$ cat config.mk
export PLATFORM = sky130hd
export DESIGN_NAME = logic_op_arbiter
export DESIGN_NICKNAME = d
export VERILOG_FILES = /design/src/rtl/logic_op_arbiter.sv
export SDC_FILE = /design/constraint.sdc
export NUM_CORES = 1
export LEC_CHECK = 0
export ABC_AREA = 1
export BUFFER_PORTS_ARGS = -buffer_cell sky130_fd_sc_hd__buf_2
export CAP_MARGIN = 20
export CORE_MARGIN = 1
export CORE_UTILIZATION = 55
export DETAILED_ROUTE_END_ITERATION = 6
export GPL_TIMING_DRIVEN = 0
export PLACE_DENSITY = 0.92
export SKIP_CTS_REPAIR_TIMING = 1
export SYNTH_ARGS = -nofsm -noshare
export SYNTH_HDL_FRONTEND = slang
export SYNTH_SLANG_ARGS = --single-unit
$ cat constraint.sdc
create_clock -name clk -period 4.1 [get_ports clk]
set_input_delay 0.615 -clock clk [delete_from_list [all_inputs] [get_ports clk]]
set_output_delay 0.615 -clock clk [all_outputs]
set_load 0.02 [all_outputs]
$ cat src/rtl/logic_op_arbiter.sv
// logic_op_arbiter: two requesters time-share one K-bit bitwise logic unit.
// An accepted operation is computed and registered into a single result slot.
// The slot is held until the consumer takes it. Grants alternate under
// contention through a one-bit priority pointer.
//
// Handshake (requester and result ports): a transfer happens on a rising
// clock edge where valid and ready are both 1. The ready signals never depend
// on the data being offered. A requester may withdraw valid at any time it is
// not being accepted. res_valid, res_data and res_id stay stable until the
// consumer transfers the result.
module logic_op_arbiter #(
  parameter int K = 16
) (
  input  logic         clk,
  input  logic         rst_n,
  input  logic         req0_valid,
  output logic         req0_ready,
  input  logic [1:0]   req0_op,
  input  logic [K-1:0] req0_a,
  input  logic [K-1:0] req0_b,
  input  logic         req1_valid,
  output logic         req1_ready,
  input  logic [1:0]   req1_op,
  input  logic [K-1:0] req1_a,
  input  logic [K-1:0] req1_b,
  output logic         res_valid,
  input  logic         res_ready,
  output logic [K-1:0] res_data,
  output logic         res_id,
  output logic [7:0]   op_count,
  output logic         dbg_state
);

  typedef enum logic {
    IDLE = 1'b0,
    HOLD = 1'b1
  } state_t;

  state_t       state;
  state_t       state_nxt;
  logic         prio;
  logic         grant;
  logic         any_valid;
  logic         accept;
  logic         consume;
  logic [1:0]   sel_op;
  logic [K-1:0] sel_a;
  logic [K-1:0] sel_b;
  logic [K-1:0] op_result;

  assign dbg_state = state;

  // State register: IDLE waits for a request, HOLD owns an unconsumed result.
  always_ff @(posedge clk or negedge rst_n) begin
    if (!rst_n) begin
      state <= IDLE;
    end else begin
      state <= state_nxt;
    end
  end

  // Next state: leave IDLE on any accept, leave HOLD when the result is taken.
  always_comb begin
    state_nxt = state;
    case (state)
      IDLE:    if (any_valid) state_nxt = HOLD;
      HOLD:    if (res_ready) state_nxt = IDLE;
      default: state_nxt = IDLE;
    endcase
  end

  // Outputs of the FSM: grant choice, the readies, and the accept and consume strobes.
  always_comb begin
    any_valid  = req0_valid | req1_valid;
    // A lone requester always wins. With both requesting, prio breaks the tie.
    grant      = (req0_valid & req1_valid) ? prio : (req1_valid & ~req0_valid);
    accept     = (state == IDLE) & any_valid;
    consume    = (state == HOLD) & res_ready;
    // Gating with rst_n keeps both readies low for the whole time reset is held.
    req0_ready = rst_n & accept & ~grant;
    req1_ready = rst_n & accept & grant;
  end

  // Operand mux followed by the shared bitwise unit. The result is exactly K bits wide.
  always_comb begin
    sel_op = grant ? req1_op : req0_op;
    sel_a  = grant ? req1_a  : req0_a;
    sel_b  = grant ? req1_b  : req0_b;
    case (sel_op)
      2'b00:   op_result = ~sel_a;
      2'b01:   op_result = sel_a & sel_b;
      2'b10:   op_result = sel_a | sel_b;
      default: op_result = sel_a ^ sel_b;
    endcase
  end

  // Result slot, priority pointer and the saturating completion counter.
  always_ff @(posedge clk or negedge rst_n) begin
    if (!rst_n) begin
      res_valid <= 1'b0;
      res_data  <= '0;
      res_id    <= 1'b0;
      prio      <= 1'b0;
      op_count  <= 8'd0;
    end else begin
      if (accept) begin
        res_data  <= op_result;
        res_id    <= grant;
        res_valid <= 1'b1;
        prio      <= ~grant;
      end else if (consume) begin
        res_valid <= 1'b0;
        if (op_count != 8'hFF) op_count <= op_count + 8'd1;
      end
    end
  end

endmodule

==> flow_summary.yaml <==
setup_path:
  critPathMaxFanout: 10
  cp.required_ns: 3.48
  r2r_slack_ns: 1.98
  r2r_end: "res_data[0]"
  cp-start-kind: "primary input"
  crit_arrival_ns: 1.83
  rr_startpoint: "prio"
  end_kind: "output pin"
  r2r_cells: 13
  path_class: "in -> out"
route:
  vias: 3397
  wl_per_cell_um: 12.0
  drtIter0Drc: 336
  ant_nets: 0
  dr.pass1.iters: 5
  drc: 0
  drt_wl_total_um: 8130
  vias_per_cell: 5.03
synth:
  yosysUniqueCellTypes: 21
  syn_inst: 501
  synth_fp_nets: 592
  ys_seq_elements: 28
  yosys_warnings: 0
  syn_avg_cell_area_um2: 5.89
  synth.cell_area_um2: 2950
  seq_area_frac_synth_pct: 23.8
power_and_ir_drop:
  pwr-share-seq_pct: 29.6
  ir_worst_vdd_uv: 257
  p_int_mw: 0.825
  clockPowerShare_pct: 14.1
  powerDensity_nw_per_um2: 435
  leakagePower_nw: 2.41
  p_comb_share_pct: 56.3
  p_sw_mw: 0.747
  swShare_pct: 47.5
final_layout:
  layout_common_cells: "nand2_1, inv_1, buf_2"
  diodes: 0
  layout_commonest_cell: "nand2_1"
  nets: 698
  utilization_pct: 70.3
  syn_to_final_growth_pct: 22.5
  drive_gt1_share_pct: 22.1
clock_tree:
  cts_tree: "yes"
  clkLatencyLatePin_ns: 0.28
  cts_buffer_depth: 2
  cts_root_buf: "clkbuf_8"
  clock-sinks: 28
  clkTransAtPathRegs_ns: 0.10
  cts_made_buffers: 3
  cts_htree_levels: 1
sta:
  tightestPinTransition_ns: 0.640
  max_freq_ghz: 0.409
  setup_violations: 0
  period_share_pct: 59.7
  skew_ns: 0.00784
  whs_ns: 0.348
  maxSlewHeadroom_pct: 57.3
  finalSetupTns_ns: 0
  hold_viol_final: 0
  slew_violations: 0
  rsz0062_at_grt: "no"
  fin_crit_ns: 2.45
grt:
  grt_pass1_vias: 2967
  overflow: 0
  grt_max_degree: 30
  grt_pass1_wl_um: 12900
  track_usage_pct: 29.8
  antenna_found_initial: 0
place:
  port_buffers: 101
  finalWeightedCongestion: 0.941
  dp_hpwl_um: 6180
worst_hold_path:
  min_path_type: "in -> async"
floorplanning:
  pin_count: 102
  die_h_um: 75.2
  fp.dieArea_um2: 5660
  start_util_pct: 57.4
  rows: 26
  die_w_um: 75.2
  core_um2: 5140
flow_run:
  cap_violations: 0
run_status:
  status: "completed"
==> layout make-up <==
class | count | area [µm²]
clock inverter | 1 | 30.0
inverter | 123 | 462
timing repair buffer | 101 | 505
buffer | 22 | 158
tap | 70 | 87.6
fill | 460 | 1530
multi-input combinational | 328 | 1630
clock buffer | 3 | 41.3
sequential | 28 | 701
==> cells by family after synthesis <==
group           synth area share [%]
xor+xnor                        1.19
flops                           23.8
simple gates                    39.3
compound gates                  7.13
fa+ha+maj                       7.64
buf+inv                         21.0
==> worst max-delay path by stage <==
stage                     startpoint          to  slack (ns)  depth (start not counted)
after floorplan           req0_valid  req1_ready        1.94                          5
after global placement    req1_valid  req1_ready        1.69                          6
after detailed placement  req1_valid  req1_ready        1.68                          6
after CTS                 req1_valid  req1_ready        1.67                          6
after global routing      req1_valid  req1_ready        1.60                          6
final                     req1_valid  req1_ready        1.65                          6
==> power groups by stage <==
stage | Sequential (mW) | Clock (mW) | Combinational [mW]
2_1_floorplan | 0.593 | 0 | 0.462
3_3_place_gp | 0.462 | 0 | 0.843
3_5_place_dp | 0.466 | 0 | 0.875
4_1_cts | 0.463 | 0.224 | 0.879
5_1_grt | 0.477 | 0.233 | 0.990
6_report | 0.465 | 0.222 | 0.885
==> stage by stage <==
step                      std cells  instance area [µm²]  power [mW]  setup slack [ns]
after floorplan                 501                 2950        1.06              1.94
after global placement          672                 3540        1.30              1.69
after detailed placement        672                 3540        1.34              1.68
after CTS                       676                 3610        1.57              1.67
after global routing            676                 3610        1.70              1.60
final                           676                 3610        1.57              1.65
==> critical path: stages <==
cell      delay [ns]
buf_2           0.15
o21ai_1         0.18
clkbuf_1        0.35
buf_2           0.31
nor3_1          0.07
buf_2           0.16
==> cells in the mapped netlist (all sizes together) <==
master	instances	area share [%]
clkbuf	2	0.25
nor2	11	1.4
xnor2	1	0.30
nand3b	17	4.3
o21ai	39	6.7
inv	123	16
nand2	184	24
xor2	3	0.89
nand3	52	8.8
dfrtp	28	24
a21boi	1	0.38
nand4	1	0.21
ha	18	7.6
buf	20	5.1
nor3	1	0.17
==> state kept, by name, summed over array words and instances, names as in the netlist <==
signal / cells
dbg_state: 1
prio: 1
op_count: 8
res_data: 16
res_id: 1
res_valid: 1
==> layer usage <==
metal	global-route usage (%)	vias up	routed length [µm]
met3	2.28	13	650
li1	-	1704	-
met5	0	-	0
met1	38.7	1515	3410
met4	8.64	0	161
met2	53.2	165	3900
No activity file was read; power rests on OpenSTA's default activity.
